==> config.mk <==
export PLATFORM = sky130hd
export DESIGN_NAME = seq_shifter
export DESIGN_NICKNAME = d
export VERILOG_FILES = /design/src/rtl/seq_shifter.sv
export SDC_FILE = /design/constraint.sdc
export NUM_CORES = 1
export LEC_CHECK = 0
export ABC_CLOCK_PERIOD_IN_PS = 1700
export BUFFER_PORTS_ARGS = -buffer_cell sky130_fd_sc_hd__buf_2
export CORE_UTILIZATION = 40
export CTS_CLUSTER_SIZE = 14
export DETAILED_ROUTE_END_ITERATION = 10
export PLACE_DENSITY = 0.67
export REMOVE_ABC_BUFFERS = 1
export SYNTH_ARGS = -nofsm -noshare
export SYNTH_HDL_FRONTEND = slang
export SYNTH_SLANG_ARGS = --single-unit
==> constraint.sdc <==
create_clock -name clk -period 1.7 [get_ports clk]
set_clock_uncertainty 0.1 [all_clocks]
set_input_delay 0 -clock clk [delete_from_list [all_inputs] [get_ports clk]]
set_output_delay 0 -clock clk [all_outputs]
set_load 0.02 [all_outputs]
==> src/rtl/seq_shifter.sv <==
// seq_shifter: one-bit-per-clock LSL/LSR/ASR/ROL with valid/ready on operand and result.
// Result valid eff_amt edges after accept; held in DONE until out_ready; in_ready low while busy.
module seq_shifter #(
  parameter int WIDTH = 8,
  parameter int AMT_W = 4
) (
  input  logic             clk,
  input  logic             rst_n,
  input  logic             in_valid,
  output logic             in_ready,
  input  logic [WIDTH-1:0] in_data,
  input  logic [AMT_W-1:0] in_amt,
  input  logic [1:0]       in_mode,
  output logic             out_valid,
  input  logic             out_ready,
  output logic [WIDTH-1:0] out_data,
  output logic             busy
);

  // Counter must hold either the raw rotate amount or the clamp value WIDTH.
  localparam int CLAMP_W = $clog2(WIDTH + 1);
  localparam int CNT_W   = (AMT_W > CLAMP_W) ? AMT_W : CLAMP_W;

  typedef enum logic [1:0] {
    IDLE  = 2'd0,
    SHIFT = 2'd1,
    DONE  = 2'd2
  } state_t;

  typedef enum logic [1:0] {
    MODE_LSL = 2'b00,
    MODE_LSR = 2'b01,
    MODE_ASR = 2'b10,
    MODE_ROL = 2'b11
  } mode_t;

  state_t           state, state_nxt;
  mode_t            mode, mode_nxt;
  logic [WIDTH-1:0] work, work_nxt;
  logic [CNT_W-1:0] cnt, cnt_nxt;

  logic [CNT_W-1:0] amt_ext;
  logic [CNT_W-1:0] eff_amt;
  logic [WIDTH-1:0] step_dat;

  assign amt_ext = CNT_W'(in_amt);

  // Non-rotate modes saturate after WIDTH steps; ROL keeps the full amount.
  always_comb begin
    eff_amt = amt_ext;
    if (mode_t'(in_mode) != MODE_ROL && amt_ext > CNT_W'(WIDTH)) begin
      eff_amt = CNT_W'(WIDTH);
    end
  end

  always_comb begin
    step_dat = work;
    case (mode)
      MODE_LSL: step_dat = {work[WIDTH-2:0], 1'b0};
      MODE_LSR: step_dat = {1'b0, work[WIDTH-1:1]};
      MODE_ASR: step_dat = {work[WIDTH-1], work[WIDTH-1:1]};
      MODE_ROL: step_dat = {work[WIDTH-2:0], work[WIDTH-1]};
      default:  step_dat = work;
    endcase
  end

  always_comb begin
    state_nxt = state;
    mode_nxt  = mode;
    work_nxt  = work;
    cnt_nxt   = cnt;
    case (state)
      IDLE: begin
        if (in_valid) begin
          work_nxt  = in_data;
          mode_nxt  = mode_t'(in_mode);
          cnt_nxt   = eff_amt;
          state_nxt = (eff_amt == '0) ? DONE : SHIFT;
        end
      end
      SHIFT: begin
        work_nxt = step_dat;
        cnt_nxt  = cnt - CNT_W'(1);
        if (cnt == CNT_W'(1)) begin
          state_nxt = DONE;
        end
      end
      DONE: begin
        if (out_ready) begin
          state_nxt = IDLE;
        end
      end
      default: state_nxt = IDLE;
    endcase
  end

  always_ff @(posedge clk or negedge rst_n) begin
    if (!rst_n) begin
      state <= IDLE;
      mode  <= MODE_LSL;
      work  <= '0;
      cnt   <= '0;
    end else begin
      state <= state_nxt;
      mode  <= mode_nxt;
      work  <= work_nxt;
      cnt   <= cnt_nxt;
    end
  end

  assign in_ready  = (state == IDLE);
  assign out_valid = (state == DONE);
  assign busy      = (state != IDLE);
  assign out_data  = work;

endmodule
# [Yosys cells after proc, flatten, opt, wreduce, memory -nomap -nowiden]
# Cells that the tools add are included.
[op_classes] shifts=0 multipliers=0 n_mux=11 bitwise=0 div_mod_pow=0 n_eq_ne=11 addsub=1 reduce_logical=10 n_lt_le_gt_ge=1
[op_table] op="one-hot mux 8 bit (4 select lines)" n=1
[op_table] op="one-hot mux 8 bit (2 select lines)" n=1
[op_table] op="2-to-1 mux 2 bit" n=4
[op_table] op="2-to-1 mux 4 bit" n=2
[op_table] op="2-to-1 mux 8 bit" n=1
[op_table] op="!= test 2 bit, second input constant" n=4
[op_table] op="one-hot mux 4 bit (2 select lines)" n=1
[op_table] op="equality test 2 bit, second input constant" n=3
[op_table] op="one-hot mux 2 bit (3 select lines)" n=1
[op_table] op="AND reduction 3 bit" n=2
[op_table] op="equality test 2 x 1 -> 1 bit, second input constant" n=2
[op_table] op="equality test 4 x 1 -> 1 bit, second input constant" n=1
[op_table] op="> comparator 4 bit, second input constant" n=1
[op_table] op="zero test 2 bit" n=2
[op_table] op="zero test 4 bit" n=1
[op_table] op="AND reduction 2 bit" n=2
[op_table] op="nonzero test 2 bit" n=2
[op_table] op="subtractor 4 x 1 -> 4 bit, second input constant" n=1
[op_table] op="!= test 2 x 1 -> 1 bit, second input constant" n=1
[op_table] op="logical AND 1 bit" n=1
[totals] mem_bits_ro=0 regBits=16 latch_bits=0 ramBits=0 wordCells=39 output_inout_bits=11 memories=0

# [Longest topological paths before layout]
# Gate-level depths: netlist of the first run.
[logic_depth] word_depth=7 ltp_mapped=5

# [Least setup slack after synthesis of the first run]
# Ideal clock, no wire load.
[synth_path] path_type="reg-to-reg" startpoint="reg state[1]" endpoint="reg cnt[0]" path_stages_with_launch=4 n_path_buf=1 period_less_slack_ns=1.323 t_arrival_ns=1.078 required_ns=1.455 setup_slack_ns=0.377 cell_sequence="dfrtp_1 -> clkbuf_1 -> nor2_1 -> a21oi_1"
[synth_via] elab_chain_cells=3
[synth_lines] item="from (decl)" line="37" text="state_t state, state_nxt;"
[synth_lines] item="from (signal assigned)" line="104" text="state <= state_nxt;"
[synth_lines] item="zero test 2 bit (*)"
[synth_lines] item="via in_ready" line="10" text="output logic in_ready,"
[synth_lines] item="!= test 2 bit (no source line) or nonzero test 2 bit (tied branches)"
[synth_lines] item="AND reduction 2 bit (no source line)"
[synth_lines] item="to (signal assigned)" line="107" text="cnt <= cnt_nxt;"
[synth_lines] item="to (decl)" line="40" text="logic [CNT_W-1:0] cnt, cnt_nxt;"
# Mark *: on every way through the listed nets, which the timed path passes. The rest lies on a longest branch.
# A chain may end at the register's enable or synchronous reset.

# [Final worst setup path of the first run]
[layout_path] startpoint="in in_amt[1]" endpoint="reg state[0]"
[layout_via] elab_chain_cells=7
[layout_lines] item="from (decl)" line="12" text="input logic [AMT_W-1:0] in_amt,"
[layout_lines] item="> comparator 4 bit" line="51" text="if (mode_t'(in_mode) != MODE_ROL && amt_ext > CNT_W'(WIDTH)) begin"
[layout_lines] item="logical AND 1 bit" line="51"
[layout_lines] item="2-to-1 mux 4 bit (*)" line="51"
[layout_lines] item="zero test 4 bit (*)" line="78" text="state_nxt = (eff_amt == '0) ? DONE : SHIFT;"
[layout_lines] item="2-to-1 mux 2 bit (*)" line="78"
[layout_lines] item="2-to-1 mux 2 bit (*)" line="74" text="if (in_valid) begin"
[layout_lines] item="one-hot mux 2 bit (3 select lines) (*)" line="72" text="case (state)"
# Every way passes the cells marked *; elsewhere a longest branch is shown, timed or not. The select of a mux whose other input is x is not followed.

==> results of run 1 <==
==> sequential cells by signal, summed over array words and instances (netlist names) <==
name	flops
out_data	8
state	2
cnt	4
mode	2
==> worst reg2reg max path: cells and delay by family (launching register included) <==
| family | cells | cell delay [ns] |
|---|---|---|
| XOR/XNOR | 1 | 0.37 |
| multiplexers | 1 | 0.25 |
| flip-flops | 1 | 0.49 |
| AO/OA/AOI/OAI | 1 | 0.10 |
==> report_power, final <==
group	internal, mW	switching [mW]
Clock	0.130	0.125
Sequential	0.572	0.286
Combinational	0.653	0.759
Total	1.35	1.17
==> kinds of logic after synthesis <==
family | after synthesis | synth area share (%)
compound gates | 32 | 25.1
xor+xnor | 1 | 2.82
fa+ha+maj | 2 | 2.56
buf+inv | 8 | 3.33
flops | 16 | 41.0
mux | 8 | 8.71
simple gates | 34 | 16.5
==> timing repair <==
| action | in CTS | in global routing |
|---|---|---|
| setup endpoints to repair | 0 | 0 |
| endpoints found under the hold margin | 32 | 0 |
| hold buffers | 17 | 0 |
==> placed cells by master, fill, tap and decap left out, drive strengths merged <==
cell and n:
a21bo 1, a21boi 1, a21oi 7, a32o 1
a32oi 7, a41oi 1, buf 33, clkbuf 4
dfrtp 16, dlygate4sd3 17, ha 2, inv 4
mux2 1, mux2i 7, nand2 16, nand2b 1
nand3 2, nand3b 1, nand4 1, nand4b 1
nor2 6, nor2b 1, nor3 1, nor3b 1
nor4 1, o211ai 8, o21ba 1, o21bai 1
o221ai 1, o22ai 1, o31ai 2, or3 1
or3b 1, xnor2 1
==> cell type report <==
| type | instances | area (um2) |
|---|---|---|
| Multi-Input combinational cell | 77 | 544 |
| Fill cell | 215 | 876 |
| Clock buffer | 4 | 36.3 |
| Inverter | 4 | 15.0 |
| Sequential cell | 16 | 400 |
| Timing Repair Buffer | 50 | 348 |
| Tap cell | 28 | 35.0 |
==> per-layer routing <==
layer  track usage, %  vias up  routed length [um]
met4             2.70        0                   9
met5                0        -                   0
met1             29.9      479                1240
li1                 -      486                   -
met3             5.36        2                  88
met2             33.8       24                1210
==> worst max-delay path by stage <==
stage               startpoint          end  depth (start not counted)
finish               in_amt[1]     state[0]                          5
global route         in_amt[1]     state[0]                          5
CTS                  in_amt[0]     state[0]                          5
detailed placement     mode[0]  out_data[1]                          3
global placement      state[1]       cnt[2]                          3
floorplan             state[0]       cnt[2]                          3
==> per-stage QoR <==
step           power [mW]  hold WS (ns)  instance area, um2  worst slack, ns  utilization, %
2_1_floorplan        1.79        -0.396                 960            0.294               -
3_3_place_gp         2.21        -0.161                1170            0.297            52.0
3_5_place_dp         2.25        -0.161                1170            0.255            52.0
4_1_cts              2.54        0.0136                1380            0.139            61.2
5_1_grt              2.72        0.0859                1380           0.0401            61.2
6_report             2.52        0.0302                1380            0.129            61.2
==> synthesized netlist by cell type <==
| cell | n | area share [%] |
|---|---|---|
| nor2b_1 | 1 | 0.64 |
| nor4_1 | 1 | 0.64 |
| o211ai_2 | 1 | 1.3 |
| o221ai_1 | 1 | 0.90 |
| inv_1 | 4 | 1.5 |
| nand4_1 | 1 | 0.64 |
| nand3_1 | 2 | 1.0 |
| ha_1 | 2 | 2.6 |
| mux2i_1 | 7 | 7.2 |
| a32oi_1 | 7 | 6.3 |
| xnor2_4 | 1 | 2.8 |
| nand4b_1 | 1 | 0.90 |
| o21ba_2 | 1 | 1.0 |
| a21bo_2 | 1 | 1.0 |
| nor2_1 | 6 | 2.3 |
| nand2b_1 | 1 | 0.64 |
| o22ai_1 | 1 | 0.64 |
| clkbuf_1 | 2 | 0.77 |
| nor3b_1 | 1 | 0.77 |
| o21bai_1 | 1 | 0.77 |
| mux2_4 | 1 | 1.5 |
| nand2_1 | 16 | 6.1 |
| a41oi_1 | 1 | 0.90 |
| dfrtp_1 | 16 | 41 |
| or3_1 | 1 | 0.64 |
| a21boi_0 | 1 | 0.77 |
| o31ai_1 | 2 | 1.5 |
| nand3b_1 | 1 | 0.77 |
| or3b_2 | 1 | 0.90 |
| nor3_1 | 1 | 0.51 |
| a32o_1 | 1 | 1.0 |
| o211ai_1 | 7 | 5.4 |
| buf_2 | 2 | 1.0 |
| a21oi_1 | 7 | 3.6 |
==> out/metrics.csv, run 1 <==
stage,metric,value,unit
setup_path,critPathMaxStageDelay,0.60,ns
setup_path,cpMostUsedCell,dlygate4sd3_1,
setup_path,end_kind,register,
logic_synthesis,netlist_instances,101,
logic_synthesis,avgSynthCellArea,9.68,um2
power,p_per_area,1830,nW/um2
die,die_y,51.4,um
clock_tree,root_buffer,clkbuf_4,
routing,initialDrtViolationCount,16,
routing,vias,991,
setup_path,crit_type,input pin to register,
logic_synthesis,synth-seq-area-share,41.0,%
setup_path,r2r_slack,0.25,ns
hold_path,worstHoldStart,in_amt[3],
setup_path,reg2reg_depth,3,
final_layout,fin_cells,179,
final_layout,num_antenna_cells,0,
die,io_pins,29,
grt,grt_max_degree,17,
clock_tree,clockBufferDepth,2,
grt,grt_usage,21.3,%
setup_path,cp_top_family,buffers and inverters,
setup_path,slowest_stage,dlygate4sd3_1,
power,p_leak,0.634,nW
job,cap_violations,0,
hold_path,holdPathEnd,state[1],
grt,gr-total-overflow,0,
sta,rsz0062_at_grt,no,
die,core_region_area,2250,um2
clock_tree,postCtsResizedCells,0,
sta,fin_crit_sh,92.4,%
setup_path,cp_data_required_time,1.79,ns
sta,hold_viol,0,
grt,grt_antenna_before_repair,0,
clock_tree,tritoncts,done,
die,die_area,2640,um2
placement,placed_cells,158,
grt,grt_pass1_wl,4170,um
sta,tns,0,ns
routing,postRouteAntennaNets,0,
setup_path,cp_data_arrival_time,1.66,ns
sta,fmax,0.637,GHz
setup_path,reg2reg_to,out_data[5],
clock_tree,cts_sinks,16,
final_layout,area_growth,41.1,%
final_layout,drive_gt1_share,28.5,%
logic_synthesis,syn_area,977,um2
logic_synthesis,ys_types,34,
placement,dpl.hpwl,1780,um
setup_path,worst_setup_path_start_kind,input pin,
hold_path,hold_depth,4,
clock_tree,post-cts-setup-buffers,0,
clock_tree,path_clk_slew,0.10,ns
die,die_w,51.4,um
setup_path,critical_path.cell_chain,dlygate4sd3_1 -> buf_2 -> nor4_1 -> dlygate4sd3_1 -> o21bai_1,
status,status,"finished, final reports clean",
setup_path,timing.rr.start,mode[0],
grt,grt_pass1_vias,879,
setup_path,cp_num_buf_inv,3,
placement,port_buffers,28,
routing,wl_per_cell,14.2,um
power,vdd_ir_drop_max,0.00101,V
sta,worstMarginPinSlew,0.536,ns
sta,slew-limit-headroom,64.1,%
hold_path,hp-class,input pin to register,
clock_tree,cts_buffers,3,
final_layout,nets,172,
sta,setup_viol,0,
die,start_util,43.3,%
routing,firstDrtPassIters,4,
routing,wirelength,2550,um
routing,avgViaCountPerCell,5.54,
clock_tree,cts_max_level,1,
die,row_count,17,
sta,finalCriticalPeriod,1.57,ns
setup_path,path_max_fanout,2,
logic_synthesis,ys_ff_latch,16,
placement,gp_congestion,0.831,
logic_synthesis,yosys_warnings,0,
clock_tree,clk-insertion-delay-late,0.29,ns
sta,drv_slew,0,
routing,drcViolationCount,0,
Note: power is estimated with default switching activity, not from simulation.
==> inputs of run 2 (changes only) <==
--- a/config.mk
+++ b/config.mk
@@ -8,6 +8,7 @@
 export ABC_CLOCK_PERIOD_IN_PS = 1700
 export BUFFER_PORTS_ARGS = -buffer_cell sky130_fd_sc_hd__buf_2
 export CORE_UTILIZATION = 40
+export CTS_BUF_LIST = sky130_fd_sc_hd__clkbuf_8
 export CTS_CLUSTER_SIZE = 14
 export DETAILED_ROUTE_END_ITERATION = 10
 export PLACE_DENSITY = 0.67
==> out/metrics.csv, run 2 (synthesis gave the netlist of run 1 again) <==
stage,metric,value,unit,change
clock_tree,cts_max_level,1,,unchanged
setup_path,crit_type,input pin to register,,
placement,dpl-instance-area,1170,um2,unchanged
power,p_leak,0.638,nW,+0.64%
final_layout,nets,171,,-0.58%
hold_path,holdPathEnd,cnt[3],,
die,io_pins,29,,unchanged
setup_path,critical_path.cell_chain,dlygate4sd3_1 -> buf_2 -> nor4_2 -> dlygate4sd3_1 -> o21bai_1,,
die,start_util,43.3,%,unchanged
sta,fin_crit_sh,93.0,%,+0.56 points
setup_path,r2r_slack,0.25,ns,about the same
clock_tree,root_buffer,clkbuf_8,,
grt,grt_pass1_wl,4190,um,+0.50%
die,die_area,2640,um2,unchanged
sta,fmax,0.633,GHz,-0.61%
sta,worstMarginPinSlew,0.530,ns,-0.00605 ns
sta,tns,0,ns,unchanged
sta,timing.hold.ws,0.0377,ns,+0.00758 ns
routing,vias,994,,+0.30%
routing,wl_per_cell,14.3,um,+0.72%
sta,hold_viol,0,,unchanged
routing,initialDrtViolationCount,23,,+7
clock_tree,clockBufferDepth,2,,unchanged
hold_path,hold_depth,3,,-1
final_layout,num_antenna_cells,0,,unchanged
setup_path,timing.rr.start,mode[0],,
routing,drcViolationCount,0,,unchanged
final_layout,final_cell_mix,"28 x buf_2, 16 x nand2_1, 16 x dfrtp_1, 16 x dlygate4sd3_1",,
grt,grt_usage,21.7,%,+0.37 points
power,p_per_area,1880,nW/um2,+2.4%
sta,finalCriticalPeriod,1.58,ns,+0.00957 ns
grt,grt_max_degree,17,,unchanged
clock_tree,tritoncts,done,,
power,total_power,2.61,mW,+3.6%
setup_path,reg2reg_to,out_data[1],,
status,status,"finished, final reports clean",,
job,cap_violations,0,,unchanged
final_layout,postLayoutCellArea,1390,um2,+1.1%
final_layout,drive_gt1_share,29.3,%,+0.86 points
routing,avgViaCountPerCell,5.58,,+0.87%
routing,wirelength,2550,um,+0.16%
setup_path,cp_top_family,buffers and inverters,,
sta,drv_slew,0,,unchanged
clock_tree,post-cts-setup-buffers,0,,unchanged
hold_path,worstHoldStart,in_valid,,
die,row_count,17,,unchanged
power,vdd_ir_drop_max,0.000965,V,-4.6%
setup_path,cp_num_buf_inv,3,,unchanged
die,die_w,51.4,um,unchanged
routing,postRouteAntennaNets,0,,unchanged
die,core_region_area,2250,um2,unchanged
sta,setup_viol,0,,unchanged
setup_path,slowest_stage,dlygate4sd3_1,,
setup_path,cpMostUsedCell,dlygate4sd3_1,,
clock_tree,clk-insertion-delay-late,0.25,ns,-0.04 ns
placement,dpl.hpwl,1780,um,unchanged
setup_path,critPathMaxStageDelay,0.59,ns,about the same
clock_tree,path_clk_slew,0.07,ns,-0.03 ns
final_layout,largest_register_ffs,8,,unchanged
placement,gp_congestion,0.831,,unchanged
setup_path,reg2reg_depth,3,,unchanged
grt,grt_pass1_vias,886,,+0.80%
grt,gr-total-overflow,0,,unchanged
sta,slew-limit-headroom,64.5,%,+0.40 points
setup_path,worst_setup_path_start_kind,input pin,,
placement,port_buffers,28,,unchanged
setup_path,cp_data_required_time,1.74,ns,-0.05 ns
sta,rsz0062_at_grt,no,,
clock_tree,cts_buffers,3,,unchanged
routing,firstDrtPassIters,4,,unchanged
setup_path,crit_start,in_amt[0],,
final_layout,fin_util,61.8,%,+0.67 points
setup_path,path_max_fanout,2,,unchanged
setup_path,end_kind,register,,
die,die_y,51.4,um,unchanged
hold_path,hp-class,input pin to register,,
clock_tree,cts_sinks,16,,unchanged
setup_path,cp_data_arrival_time,1.62,ns,-0.04 ns
final_layout,area_growth,42.6,%,
final_layout,final_common_cell,buf_2,,
grt,grt_antenna_before_repair,0,,unchanged
[run 2: cell count changes in the layout (fill, tap and decap cells not counted)]
cell | previous run | this run
clkbuf_8 | 1 | 4
dlygate4sd3_1 | 17 | 16
clkbuf_4 | 3 | 0
nor4_1 | 1 | 0
nor4_2 | 0 | 1
[run 2: report_power, final]
group	switching [mW]	internal, mW
logic	0.759	0.651
registers	0.289	0.573
clock network	0.136	0.206
[run 2: worst max path at each step]
stage | to | slack (ns) | cells after the start
after floorplan | cnt[2] | 0.29 | 3
after global placement | cnt[2] | 0.30 | 3
after detailed placement | out_data[1] | 0.26 | 3
after CTS | state[0] | 0.09 | 5
after global routing | state[0] | 0.04 | 5
final | state[0] | 0.12 | 5
[run 2: cell type report]
type | instances | area, um2
Multi-Input combinational cell | 77 | 551
Fill cell | 215 | 861
Timing Repair Buffer | 49 | 338
Clock buffer | 4 | 55.1
Tap cell | 28 | 35.0
Inverter | 4 | 15.0
Sequential cell | 16 | 400
[run 2: metrics by stage]
step | setup WS, ns | std cells
CTS | 0.0923 | 178
global route | 0.0437 | 178
global placement | 0.297 | 158
floorplan | 0.294 | 97
detailed placement | 0.255 | 158
finish | 0.120 | 178
[run 2: worst min-delay path, delay by kind of cell]
kind	cells	cell delay, ns
AOI/OAI and AO/OA	2	0.20
buffers and inverters	1	0.15
[run 2: timing repair]
item | in CTS | in global routing
setup endpoints to repair | 0 | 1
endpoints found under the hold margin | 30 | 0
hold buffers | 16 | 0
resized for setup | 0 | 1
[run 2: layer usage]
metal  track usage [%]  vias to the layer above  part of all wire [%]
li1                  -                      482                     -
met1              29.6                      479                    47
met2              34.2                       29                    48
met3              5.36                        4                   4.6
met4              5.41                        0                  0.98
met5                 0                        -                     0
==> inputs of run 3 (changes only) <==
--- a/config.mk
+++ b/config.mk
@@ -5,7 +5,7 @@
 export SDC_FILE = /design/constraint.sdc
 export NUM_CORES = 1
 export LEC_CHECK = 0
-export ABC_CLOCK_PERIOD_IN_PS = 1700
+export ABC_CLOCK_PERIOD_IN_PS = 1600
 export BUFFER_PORTS_ARGS = -buffer_cell sky130_fd_sc_hd__buf_2
 export CORE_UTILIZATION = 40
 export CTS_BUF_LIST = sky130_fd_sc_hd__clkbuf_8
==> constraint.sdc (replaced) <==
create_clock -name clk -period 1.6 [get_ports clk]
set_clock_uncertainty 0.1 [all_clocks]
set_input_delay 0 -clock clk [delete_from_list [all_inputs] [get_ports clk]]
set_output_delay 0 -clock clk [all_outputs]
set_load 0.02 [all_outputs]
==> out/metrics.csv, run 3 (synthesis gave the netlist of run 1 again) <==
stage,metric,value,unit,change
clock_tree,cts_buffers,3,,unchanged
clock_tree,cts_hold_buf,16,,unchanged
setup_path,worst_setup_path_start_kind,register,,
setup_path,timing.rr.start,state[1],,
sta,worstMarginPinSlew,0.424,ns,-0.106 ns
final_layout,final_common_cell,buf_2,,
routing,initialDrtViolationCount,15,,-35%
grt,grt_max_degree,17,,unchanged
sta,tns,0,ns,unchanged
final_layout,final_cell_mix,"28 x buf_2, 16 x nand2_1, 16 x dfrtp_1, 16 x dlygate4sd3_1",,
clock_tree,cts_max_level,1,,unchanged
clock_tree,cts_sinks,16,,unchanged
setup_path,crit_type,register to register,,
status,status,"finished, final reports clean",,
clock_tree,post-cts-setup-buffers,0,,unchanged
sta,hold_viol,0,,unchanged
placement,dpl-instance-area,1190,um2,+1.3%
clock_tree,clk-insertion-delay-late,0.24,ns,about the same
clock_tree,tritoncts,done,,
setup_path,end_kind,register,,
die,io_pins,29,,unchanged
setup_path,reg2reg_depth,3,,unchanged
final_layout,num_antenna_cells,0,,unchanged
sta,setup_viol,0,,unchanged
die,die_w,51.4,um,unchanged
clock_tree,root_buffer,clkbuf_8,,
die,core_region_area,2250,um2,unchanged
sta,finalCriticalPeriod,1.43,ns,
die,die_area,2640,um2,unchanged
hold_path,hp-class,input pin to register,,
setup_path,path_max_fanout,10,,+8
placement,gp_congestion,0.829,,-0.26%
final_layout,drive_gt1_share,29.1,%,-0.19 points
sta,slew-limit-headroom,71.7,%,+7.1 points
sta,drv_slew,0,,unchanged
hold_path,hold_depth,3,,unchanged
sta,fin_crit_sh,89.6,%,
clock_tree,path_clk_slew,0.06,ns,about the same
clock_tree,postCtsResizedCells,0,,unchanged
power,p_per_area,1980,nW/um2,+5.3%
final_layout,largest_register_ffs,8,,unchanged
power,vdd_ir_drop_max,0.00103,V,+6.6%
routing,wl_per_cell,13.9,um,-2.8%
power,p_leak,0.637,nW,about the same
final_layout,fin_cells,179,,+0.56%
routing,firstDrtPassIters,4,,unchanged
job,cap_violations,0,,unchanged
routing,avgViaCountPerCell,5.39,,-3.6%
routing,vias,964,,-3.0%
clock_tree,clockBufferDepth,2,,unchanged
die,row_count,17,,unchanged
die,start_util,43.3,%,unchanged
final_layout,fin_util,61.6,%,-0.22 points
routing,postRouteAntennaNets,0,,unchanged
grt,gr-total-overflow,0,,unchanged
placement,dpl.hpwl,1750,um,-1.6%
setup_path,cp_data_required_time,1.63,ns,-0.11 ns
placement,placed_cells,160,,+1.3%
final_layout,postLayoutCellArea,1390,um2,-0.36%
grt,grt_usage,21.4,%,-0.29 points
setup_path,crit_start,state[1],,
routing,drcViolationCount,0,,unchanged
setup_path,setup.worst_path.end,cnt[2],,
die,die_y,51.4,um,unchanged
placement,port_buffers,28,,unchanged
routing,wirelength,2490,um,-2.3%
setup_path,reg2reg_to,cnt[2],,
sta,rsz0062_at_grt,no,,
final_layout,nets,173,,+1.2%
grt,grt_antenna_before_repair,0,,unchanged
setup_path,cp_data_arrival_time,1.46,ns,-0.16 ns
sta,fmax,0.698,GHz,
setup_path,r2r_slack,0.17,ns,-0.08 ns
grt,grt_pass1_wl,4200,um,+0.17%
final_layout,area_growth,42.1,%,
grt,grt_pass1_vias,904,,+2.0%
final_layout,nFillCells,211,,-1.9%
## run 3: changes by cell type in the layout (fill, tap and decap cells not counted), sizes merged
cell and delta:
clkbuf -1, buf +2
## run 3: worst min path at each step
stage,start,end
after floorplan,rst_n,cnt[0]
after global placement,rst_n,mode[1]
after detailed placement,rst_n,mode[1]
after CTS,in_valid,cnt[3]
after global routing,in_valid,cnt[3]
final,in_valid,cnt[3]
## run 3: critical path: stages, from the launching register on
cell and delay, ns:
dfrtp_1 0.46, or3b_2 0.55, o211ai_1 0.12, a21oi_1 0.08
## run 3: cell type report
cell class / count / area (um2) / share of cell area (%)
Clock buffer: 3 / 41.3 / 2.97
Tap cell: 28 / 35.0 / 2.52
Timing Repair Buffer: 51 / 353 / 25.4
Multi-Input combinational cell: 77 / 544 / 39.2
Sequential cell: 16 / 400 / 28.8
Inverter: 4 / 15.0 / 1.08
## run 3: metrics by stage
step           setup slack (ns)  power, mW  hold WS (ns)
3_3_place_gp              0.219       2.38        -0.164
2_1_floorplan             0.194       1.90        -0.396
4_1_cts                   0.172       2.75        0.0383
5_1_grt                  0.0451       2.96        0.0785
3_5_place_dp              0.169       2.42        -0.157
6_report                  0.166       2.74        0.0482
## run 3: routing by layer
| layer | vias up | track usage (%) | part of all wire [%] |
|---|---|---|---|
| li1 | 485 | - | - |
| met1 | 446 | 30.1 | 51 |
| met2 | 31 | 34.0 | 44 |
| met3 | 2 | 5.36 | 4.6 |
| met4 | 0 | 2.70 | 0.36 |
| met5 | - | 0 | 0 |
## run 3: where the power goes
group,internal [mW],leakage [nW],switching [mW]
clock network,0.167,0.0216,0.131
registers,0.609,0.194,0.300
logic,0.718,0.421,0.819
total,1.49,0.637,1.25
